--- src/rtl/instruction_fetch_unit_if.sv ---
// Fetch-side bus bundle: instruction-memory request/response and the decoder valid/ready stage.
interface instruction_fetch_unit_if;
    logic [31:0] imem_address;
    logic [31:0] imem_instruction;
    logic        if_valid;
    logic        if_ready;
    logic [31:0] if_instr;
    logic [31:0] if_pc;

    modport master (
        output imem_address,
        input  imem_instruction,
        output if_valid,
        input  if_ready,
        output if_instr,
        output if_pc
    );

    modport slave (
        input  imem_address,
        output imem_instruction,
        input  if_valid,
        output if_ready,
        input  if_instr,
        input  if_pc
    );
endinterface

--- src/rtl/instruction_fetch_unit.sv ---
// Instruction fetch: PC, combinational memory request, one-entry output stage towards the decoder,
// branch redirect, halt/resume and an accepted-instruction counter.
module instruction_fetch_unit #(
    parameter logic [31:0] RESET_PC  = 32'h0000_0000,
    parameter int unsigned ADDR_BITS = 8
) (
    input  logic                      clk,
    input  logic                      rst_n,
    instruction_fetch_unit_if.master  bus,
    input  logic                      redirect_valid,
    input  logic [31:0]               redirect_pc,
    input  logic                      halt_req,
    input  logic                      resume_req,
    output logic                      halted,
    output logic [31:0]               fetch_count
);

    localparam int unsigned XLEN = 32;

    // The memory decodes only the low ADDR_BITS of the address; the PC itself stays full width.
    if (ADDR_BITS == 0 || ADDR_BITS > XLEN) begin : g_addr_bits_check
        $error("instruction_fetch_unit: ADDR_BITS must be in 1..32");
    end

    typedef enum logic {
        ST_RUN    = 1'b0,
        ST_HALTED = 1'b1
    } state_e;

    state_e            state_q, state_d;
    logic [XLEN-1:0]   pc_q, pc_d;
    logic              valid_q, valid_d;
    logic [XLEN-1:0]   instr_q, instr_d;
    logic [XLEN-1:0]   ifpc_q, ifpc_d;
    logic [XLEN-1:0]   count_q, count_d;
    logic              halted_q, halted_d;
    logic              load_c;

    // State register
    always_ff @(posedge clk or negedge rst_n) begin
        if (!rst_n) begin
            state_q <= ST_RUN;
        end else begin
            state_q <= state_d;
        end
    end

    // Next-state logic; in RUN halt beats resume, in HALTED resume beats halt
    always_comb begin
        state_d = state_q;
        unique case (state_q)
            ST_RUN: begin
                if (halt_req) begin
                    state_d = ST_HALTED;
                end
            end
            ST_HALTED: begin
                if (resume_req || (redirect_valid && !halt_req)) begin
                    state_d = ST_RUN;
                end
            end
            default: state_d = ST_RUN;
        endcase
    end

    // Datapath next values: redirect flushes, otherwise load or drain the output stage
    always_comb begin
        pc_d     = pc_q;
        valid_d  = valid_q;
        instr_d  = instr_q;
        ifpc_d   = ifpc_q;
        count_d  = count_q;
        halted_d = (state_d == ST_HALTED);
        load_c   = (state_q == ST_RUN) && (!valid_q || bus.if_ready)
                   && !redirect_valid && !halt_req;

        if (valid_q && bus.if_ready && !redirect_valid) begin
            count_d = count_q + XLEN'(1);
        end

        if (redirect_valid) begin
            pc_d    = redirect_pc;
            valid_d = 1'b0;
        end else if (load_c) begin
            instr_d = bus.imem_instruction;
            ifpc_d  = pc_q;
            valid_d = 1'b1;
            pc_d    = pc_q + XLEN'(1);
        end else if (valid_q && bus.if_ready) begin
            valid_d = 1'b0;
        end
    end

    always_ff @(posedge clk or negedge rst_n) begin
        if (!rst_n) begin
            pc_q     <= RESET_PC;
            valid_q  <= 1'b0;
            instr_q  <= '0;
            ifpc_q   <= '0;
            count_q  <= '0;
            halted_q <= 1'b0;
        end else begin
            pc_q     <= pc_d;
            valid_q  <= valid_d;
            instr_q  <= instr_d;
            ifpc_q   <= ifpc_d;
            count_q  <= count_d;
            halted_q <= halted_d;
        end
    end

    assign bus.imem_address = pc_q;
    assign bus.if_valid     = valid_q;
    assign bus.if_instr     = instr_q;
    assign bus.if_pc        = ifpc_q;
    assign halted           = halted_q;
    assign fetch_count      = count_q;

endmodule

--- src/flat_wrapper.sv ---
// flat-port wrapper written by rule: the top's interface ports become plain ports
module instruction_fetch_unit_flat 
#(
    parameter logic [31:0] RESET_PC  = 32'h0000_0000,
    parameter int unsigned ADDR_BITS = 8
)
  (clk, rst_n, redirect_valid, redirect_pc, halt_req, resume_req, halted, fetch_count, bus_imem_address, bus_imem_instruction, bus_if_valid, bus_if_ready, bus_if_instr, bus_if_pc);
  instruction_fetch_unit_if bus_i ();
  input  logic clk;
  input  logic rst_n;
  input  logic redirect_valid;
  input  logic [31:0] redirect_pc;
  input  logic halt_req;
  input  logic resume_req;
  output logic halted;
  output logic [31:0] fetch_count;
  output wire logic [$bits(bus_i.imem_address)-1:0] bus_imem_address;
  input wire logic [$bits(bus_i.imem_instruction)-1:0] bus_imem_instruction;
  output wire logic [$bits(bus_i.if_valid)-1:0] bus_if_valid;
  input wire logic [$bits(bus_i.if_ready)-1:0] bus_if_ready;
  output wire logic [$bits(bus_i.if_instr)-1:0] bus_if_instr;
  output wire logic [$bits(bus_i.if_pc)-1:0] bus_if_pc;
  assign bus_imem_address = bus_i.imem_address;
  assign bus_i.imem_instruction = bus_imem_instruction;
  assign bus_if_valid = bus_i.if_valid;
  assign bus_i.if_ready = bus_if_ready;
  assign bus_if_instr = bus_i.if_instr;
  assign bus_if_pc = bus_i.if_pc;
  instruction_fetch_unit #(.RESET_PC(RESET_PC), .ADDR_BITS(ADDR_BITS)) u_core (.clk(clk), .rst_n(rst_n), .bus(bus_i), .redirect_valid(redirect_valid), .redirect_pc(redirect_pc), .halt_req(halt_req), .resume_req(resume_req), .halted(halted), .fetch_count(fetch_count));
endmodule
--- config.mk ---
export PLATFORM = sky130hd
export DESIGN_NAME = instruction_fetch_unit_flat
export DESIGN_NICKNAME = d
export VERILOG_FILES = /design/src/rtl/instruction_fetch_unit_if.sv /design/src/rtl/instruction_fetch_unit.sv /design/src/flat_wrapper.sv
export SDC_FILE = /design/constraint.sdc
export NUM_CORES = 1
export LEC_CHECK = 0
export ABC_AREA = 1
export BUFFER_PORTS_ARGS = -buffer_cell sky130_fd_sc_hd__buf_2
export CELL_PAD_IN_SITES_DETAIL_PLACEMENT = 1
export CELL_PAD_IN_SITES_GLOBAL_PLACEMENT = 1
export CORE_MARGIN = 3
export CORE_UTILIZATION = 40
export CTS_CLUSTER_SIZE = 16
export DETAILED_ROUTE_END_ITERATION = 10
export PLACE_DENSITY_LB_ADDON = 0.25
export SYNTH_ARGS = -nofsm -noshare
export SYNTH_HDL_FRONTEND = slang
export SYNTH_SLANG_ARGS = --single-unit
--- constraint.sdc ---
create_clock -name clk -period 2.1 [get_ports clk]
set_input_delay 0.315 -clock clk [delete_from_list [all_inputs] [get_ports clk]]
set_output_delay 0.315 -clock clk [all_outputs]
set_load 0.02 [all_outputs]
## Yosys cells after proc, flatten, opt, wreduce, memory -nomap -nowiden

Index checks and enable logic that the tools add are counted.

- Register bits: 130
- Input port bits: 70

- Reduce and logical (&&, ||, !) cells: 14
- Add/sub/neg operators: 2
- Muxes and demuxes: 8
- Bitwise logic cells: 2

Operators by type and width:

| operator | count |
|---|---|
| $add A32 B1 Y32 const B | 2 |
| $mux W32 | 2 |
| $logic_and A1 B1 Y1 | 6 |
| $mux W1 | 5 |
| $logic_not A1 Y1 | 3 |
| $reduce_bool A3 Y1 | 1 |
| $logic_or A1 B1 Y1 | 2 |
| $not A1 Y1 | 2 |
| $pmux W1 S2 | 1 |
| $reduce_and A2 Y1 | 1 |
| $reduce_bool A2 Y1 | 1 |

## Longest topological paths before layout

Gate-level depths: netlist of run 1.

- Depth in word-level cells: 7
- Gate-level depth with buffers: 10
- Depth with buffers taken out: 10

## Worst setup path after synthesis of run 1

OpenSTA, ideal clock, no wires.

- Path kind: flip-flop to flip-flop
- Start: register u_core.count_q[1] (netlist: u_core.fetch_count[1])
- End: register u_core.count_q[24] (netlist: u_core.fetch_count[24])
- Setup time: 113 ps
- Required time: 1,987 ps
- Cell stages (with the launch flop): 11
- Path slack: 512 ps
- Period minus slack after synthesis: 1,588 ps
- Arrival: 1,475 ps
- Path through: dfrtp_1 -> ha_1 -> inv_1 -> nor2_2 -> nand2_2 -> nor2_2 -> nand2_1 -> nor2_1 -> nand2_1 -> nand2_1 -> inv_1

- Longest elaborated chain between the ends: 1

RTL lines:

| element | RTL line | RTL |
|---|---|---|
| start: declaration | instruction_fetch_unit.sv:35 | `logic [XLEN-1:0] count_q, count_d;` |
| start signal: assignment | instruction_fetch_unit.sv:107 | `count_q <= count_d;` |
| $add A32 B1 Y32 | instruction_fetch_unit.sv:78 | `count_d = count_q + XLEN'(1);` |

No other way between the ends.
A chain may end at the register's enable or synchronous reset.

## Final worst setup path of run 1

- Start: register u_core.count_q[0] (netlist: u_core.fetch_count[0])
- End: register u_core.count_q[24] (netlist: u_core.fetch_count[24])

The elaborated chain is that of the path after synthesis.

==> metrics.md, run 1 <==
| Metric | Value |
|---|---|
| Status | complete, no violations |
| Ports | 200 |
| Post-CTS sizing | 0 |
| Hold path depth | 3 |
| Post-synthesis cell count | roughly 900 |
| Die area | 0.0185 mm2 |
| TNS Setup | 0 ps |
| Yosys top cell by area | dfrtp_1 |
| Final Wtd Congestion | approximately 0.85 |
| Reg-to-reg startpoint | u_core.fetch_count[0] |
| Met2 WL | ~11000 um |
| Synthesis Warnings | 0 |
| Max Cap Violations | 0 |
| Synth top area cells | dfrtp_1 (48%), nand2_1 (21%), nor2_1 (5.1%) |
| Die Span Y | 136 um |
| CTS max path bufs | 2 |
| Minimum clock period | between 1500 and 2000 ps |
| Initial core utilization | around two fifths |
| Critical path peak fanout | 5 |
| Number of global-route vias before repair | 7021 |
| CTS Buf Count | 17 |
| Leakage | 4.55 nW |
| Diodes inserted | 0 |
| Met3 WL post-DR | 1170 um |
| Critical Path Start | u_core.fetch_count[0] |
| # hold bufs at CTS | 1 |
| Capturing point of the worst reg2reg path | u_core.fetch_count[24] |
| CTS Sinks | between 100 and 150 |
| Worst min path class | input port to flip-flop |
| Via density | between 5 and 6 |
| Initial DRC count | approximately 250 |
| Final Skew | around 8.9 ps |
| Initial DRT Pass Iterations | 6 |
| Worst EP required | roughly 2400 ps |
| Register area share after synthesis | 48.2% |
| Final setup fails | 0 |
| Min-delay src | bus_imem_instruction[9] |
| Row cnt | 46 |
| Post-synthesis cell area | around 0.0068 mm2 |
| Unrepaired setup endpoints after global routing | no |
| Fin nets | 1195 |
| R2R Setup Slk | around 350 ps |
| Worst skew pair latency | around 420 ps |
| Max-slew violations | 0 |
| Total gr overflow | 0 |
| Detail Route Antenna Nets | 0 |
| Reg clk slew, reported paths | about 60 ps |
| Worst Tran Pin Value | just over 500 ps |
| Syn Nets | around 1000 |
| Initial antenna violation count | 0 |
| Cells on worst reg2reg path | 10 |
| Worst hold endpoint | u_core.bus.if_instr[9] |
| Maximum clock frequency | between 500 and 600 MHz |
| Hold Fails Final Rpt | 0 |
| Post-CTS setup buffers | 0 |
| Synth top area share | between 40% and 50% |
| CP Capture Type | flip-flop |
| Synthesized area per cell | roughly 7.4 um2 |
| Slew HR | between 60% and 70% |
| PortBufs | slightly below 200 |
| Total power | ~0.0084 W |
| CTS tree | built |
| Synth cell types | 32 |
| DRC | 0 |
| Tcrit/Tclk final | 83.2% |
| Global-route usage over all layers | between 20 and 30% |
| Fill cell count | about 2100 |
| CTS H-tree lvls | 4 |
| Chip Width | between 100 and 150 um |
| Pin count of the biggest net entering global routing | 84 |
| Vias | slightly below 7000 |
| First-pass GRT wire length | approximately 37000 um |
| Layout area overhead | 28.6% |
| Dpl hpwl | approximately 17000 um |
| Top Layer Used | met4 |
| Peak VDD IR | around 0.73 mV |
| WL met1 | about 11000 um |
| CTS root buffer | clkbuf_16 |
| Core ar. | between 0.015 and 0.02 mm2 |
| Pwr dens | between 900 and 1000 mW/mm2 |
| Share of layout cells above drive strength 1 | a little under a quarter |
| CP arrival | around 2100 ps |
| Type of origin of the critical path | flip-flop |
| Final wirelength | ~23000 um |
| Routed WL per cell | roughly 17 um |
| Kind of critical path | flip-flop to flip-flop |
| Final core utilization | 53.7% |
| Synthesized flop and latch total | 130 |
[layer usage]
layer	up-vias	global-route usage (%)
met5	-	0
li1	3269	-
met4	0	7.73
met2	176	41.2
met3	33	5.11
met1	3305	34.0
[synth_stat cells, drive strengths merged]
cell / n
a21oi: 4
and2: 1
buf: 15
clkbuf: 11
clkinv: 1
dfrtp: 130
ha: 2
inv: 88
nand2: 387
nand3: 58
nand3b: 2
nand4: 12
nor2: 109
nor3: 2
o211ai: 8
o21ai: 61
o21bai: 4
o221ai: 1
xnor2: 9
xor2: 13
[state kept, by name, summed over array words and instances, names as in the netlist]
signal                   count
u_core.bus.if_instr         32
u_core.bus.if_pc            32
u_core.bus.imem_address     32
u_core.fetch_count          32
u_core.bus.if_valid          1
u_core.state_q               1
[critical path: stages (launching register included)]
cell and delay (ps):
dfrtp_1 420, ha_1 240, inv_1 80, nor2_2 150, nand2_2 110, nor2_2 240, nand2_1 150, nor2_1 110
nand2_1 50, nand2_1 60, inv_1 30
[final cells by class]
class	count	area (um2)	share of cell area (%)
clock buffer	21	470	5.42
tap	216	270	3.11
multi-input combinational	673	3030	34.8
timing repair buffer	212	1150	13.3
clock inverter	11	176	2.03
sequential	130	3250	37.5
inverter	89	335	3.86
[worst max-delay path by stage]
stage                                  end  slack, ps  cells past startpoint
2_1_floorplan       u_core.fetch_count[24]        510                     10
3_3_place_gp   u_core.bus.imem_address[11]        410                      7
3_5_place_dp    u_core.bus.imem_address[2]        380                      7
4_1_cts             u_core.fetch_count[24]        350                     10
5_1_grt             u_core.fetch_count[24]        200                     10
6_report            u_core.fetch_count[24]        350                     10
[cell families after synthesis]
family / synth area share (%)
buffers and inverters: 7.02
XOR/XNOR: 2.85
AO/OA/AOI/OAI: 6.28
AND/OR/NAND/NOR: 35.3
adder cells (fa/ha/maj): 0.371
flip-flops: 48.2
[power breakdown]
part	total (W)	internal, W	switching, W
Combinational	0.00187	0.000613	0.00126
Sequential	0.00326	0.00291	0.000352
Clock	0.00328	0.00209	0.00119
[placed cells by master (no fill, tap or decap), types with 3 or more instances in the layout]
cell type and n:
nand2_1 382, buf_2 198, dfrtp_1 130, nor2_1 91, inv_1 86, nand3_1 57, o21ai_0 44, o21ai_1 17
clkbuf_16 17, xor2_1 13, nor2_2 12, nand4_1 11, xnor2_1 9, o211ai_1 8, buf_4 8, nor2_4 5
a21oi_1 4, nand2_2 4, o21bai_1 4, bufinv_16 4, buf_12 4, clkinvlp_4 3, clkbuf_8 3
[per-stage QoR]
step	instances	setup slack [ps]	hold WS (ps)	area [um2]
3_3_place_gp	1319	407	276	8030
2_1_floorplan	918	512	19.4	6750
4_1_cts	1352	352	65.8	8680
5_1_grt	1352	201	85.7	8680
6_report	1352	352	83.3	8680
3_5_place_dp	1319	378	277	8030
(Power assumes the default switching activity.)
==> inputs of run 2 (changes only) <==
--- a/config.mk
+++ b/config.mk
@@ -10,7 +10,7 @@
 export CELL_PAD_IN_SITES_DETAIL_PLACEMENT = 1
 export CELL_PAD_IN_SITES_GLOBAL_PLACEMENT = 1
 export CORE_MARGIN = 3
-export CORE_UTILIZATION = 40
+export CORE_UTILIZATION = 33
 export CTS_CLUSTER_SIZE = 16
 export DETAILED_ROUTE_END_ITERATION = 10
 export PLACE_DENSITY_LB_ADDON = 0.25
==> constraint.sdc (replaced) <==
create_clock -name clk -period 1.6 [get_ports clk]
set_input_delay 0.24 -clock clk [delete_from_list [all_inputs] [get_ports clk]]
set_output_delay 0.24 -clock clk [all_outputs]
set_load 0.02 [all_outputs]
==> run 2 against run 1 <==
Global-route usage decreased by 3.7 points. Utilization decreased by 6.9 points. Via count increased by 0.59%. Clock skew increased by 2.1 ps. Routed wire length increased by 2.7%. Sequential share of layout area decreased by 2.2 points. Sequential power increased by 30%. Hold slack got worse by 66 ps. Cell count increased by 7.1%. Cell area increased by 6.6%. Highest routed layer unchanged. Non-clock buffer count increased by 46. Critical path depth decreased by 1.
==> metrics.md, run 2 (synthesis gave the netlist of run 1 again) <==
| Metric | Value |
|---|---|
| Status | complete, no violations |
| Register Area | between 0.003 and 0.004 mm2 |
| Via density | roughly 4.7 |
| Reg clk slew, reported paths | around 60 ps |
| Total gr overflow | 0 |
| CP Capture Type | flip-flop |
| Routed WL per cell | 16.2 um |
| PortBufs | around 200 |
| Peak VDD IR | 0.666 mV |
| CTS max path bufs | 2 |
| CP arrival | around 1800 ps |
| Layout area overhead | 37.1% |
| Share of layout cells above drive strength 1 | 29.1% |
| Worst Tran Pin Value | between 400 and 500 ps |
| Initial core utilization | between 30% and 40% |
| Initial DRC count | about 280 |
| Fill cell count | around 2500 |
| Max Cap Violations | 0 |
| Leading cell type in the layout, fill and taps excluded | nand2_1 |
| Setup ws final | around 88 ps |
| Slew HR | 71.1% |
| CTS H-tree lvls | 4 |
| Max-slew violations | 0 |
| Fin nets | between 1000 and 1500 |
| Final setup fails | 0 |
| Total power | around 0.011 W |
| Pin count of the biggest net entering global routing | 56 |
| Detail Route Antenna Nets | 0 |
| Unrepaired setup endpoints after global routing | yes |
| Die Span Y | between 100 and 150 um |
| Initial antenna violation count | 1 |
| DRC | 0 |
| DP Cell Count | 1399 |
| Met3 WL post-DR | 823 um |
| CTS Buf Count | 17 |
| Pwr dens | ~1200 mW/mm2 |
| First-pass GRT wire length | 37700 um |
| Kind of critical path | flip-flop to flip-flop |
| Worst min path class | input port to flip-flop |
| Initial DRT Pass Iterations | 4 |
| Number of global-route vias before repair | 7301 |
| Final core utilization | between 40 and 50% |
| Post-Layout Cell Count | between 1000 and 1500 |
| CTS tree | built |
| Tcrit/Tclk final | between 90 and 100% |
| Chip Width | 149 um |
| DP Worst Slack | 6.34 ps |
| CTS root buffer | clkbuf_16 |
| Ports | 200 |
| Final Skew | 11.0 ps |
| Vias | between 6000 and 7000 |
| Dpl hpwl | ~18000 um |
| Final Wtd Congestion | 0.916 |
| Worst EP required | 1910 ps |
| Most frequent CP cell | nand2_1 |
| Row cnt | 51 |
| WL met1 | between 10000 and 15000 um |
| Global-route usage over all layers | roughly 22% |
| Commonest non-fill, non-tap cells in the layout | nand2_1 (379), buf_2 (198), dfrtp_1 (118) |
| Leakage | 4.76 nW |
| CP max stage delay | roughly 440 ps |
| Die area | approximately 0.022 mm2 |
| Critical path peak fanout | 4 |
| Final wirelength | approximately 23000 um |
| Maximum clock frequency | around 660 MHz |
| Minimum clock period | around 1500 ps |
| Slowest CP cell | dfrtp_1 |
| Top Layer Used | met4 |
| Core ar. | slightly below 0.02 mm2 |
| Worst skew pair latency | 430 ps |
| Hold Fails Final Rpt | 0 |
| Type of origin of the critical path | flip-flop |
| Multi-input logic area | approximately 0.0031 mm2 |
| CTS Sinks | 130 |
| Met2 WL | around 12000 um |
| Cells along the critical path | nand2_1 > nor2_4 > nand2_1 > nor2_1 > nand2_1 > nand2_1 > nand2_1 > nand2_1 > nand2_1 |
## run 2: cell count changes in the layout (fill, tap and decap cells not counted), sizes merged
cell	before	now
buf	211	245
clkinvlp	3	2
diode	0	2
clkinv	4	6
bufinv	4	5
clkbuf	21	18
dlygate4sd3	1	13
## run 2: final cells by class
type,instances,area share [%]
sequential,130,35.3
timing repair buffer,258,16.8
inverter,89,3.62
tap,265,3.58
clock buffer,18,4.64
multi-input combinational,673,33.7
clock inverter,13,2.27
antenna,2,0.0541
## run 2: repair_timing
| item | in CTS | in global routing |
|---|---|---|
| pin swaps | 0 | 1 |
| resized for setup | 3 | 42 |
| hold endpoints to repair | 46 | 0 |
| hold buffers | 13 | 0 |
| setup buffers | 0 | 3 |
| endpoints found under the setup margin | 3 | 32 |
## run 2: path summary, 6_finish.rpt
| check | from | slack, ps | to | cells past startpoint |
|---|---|---|---|---|
| setup / recovery | u_core.fetch_count[9] | 90 | u_core.fetch_count[31] | 9 |
| hold / removal | bus_imem_instruction[3] | 20 | u_core.bus.if_instr[3] | 3 |
| setup reg to reg | u_core.fetch_count[9] | 90 | u_core.fetch_count[31] | 9 |
| hold reg to reg | u_core.bus.if_instr[17] | 470 | u_core.bus.if_instr[17] | 2 |
| max in group asynchronous | rst_n | 710 | u_core.fetch_count[2] | 3 |
| min in group asynchronous | rst_n | 290 | u_core.fetch_count[20] | 2 |
## run 2: critical path, delay by kind of cell, from the launching register on
kind          cells  cell delay (ps)
simple gates      9              950
flops             1              440
## run 2: power by group
group          internal, W  total, W  leakage (nW)  switching [W]
clock              0.00276   0.00429         0.306        0.00153
combinational     0.000927   0.00267          2.82        0.00175
sequential         0.00382   0.00423          1.64       0.000410
## run 2: metal layers
layer  vias to the layer above  GRT usage [%]
met2                       137           38.0
met5                         -              0
met4                         0           7.60
met1                      3300           26.6
met3                        26           3.77
li1                       3360              -
## run 2: through the flow
stage          hold slack [ps]  TNS [ps]  cell area, um2
6_report                  17.0         0            9260
3_5_place_dp               184         0            8350
3_3_place_gp               186         0            8350
2_1_floorplan            -55.6         0            6750
4_1_cts                  0.135         0            9120
5_1_grt                   12.4     -31.8            9250
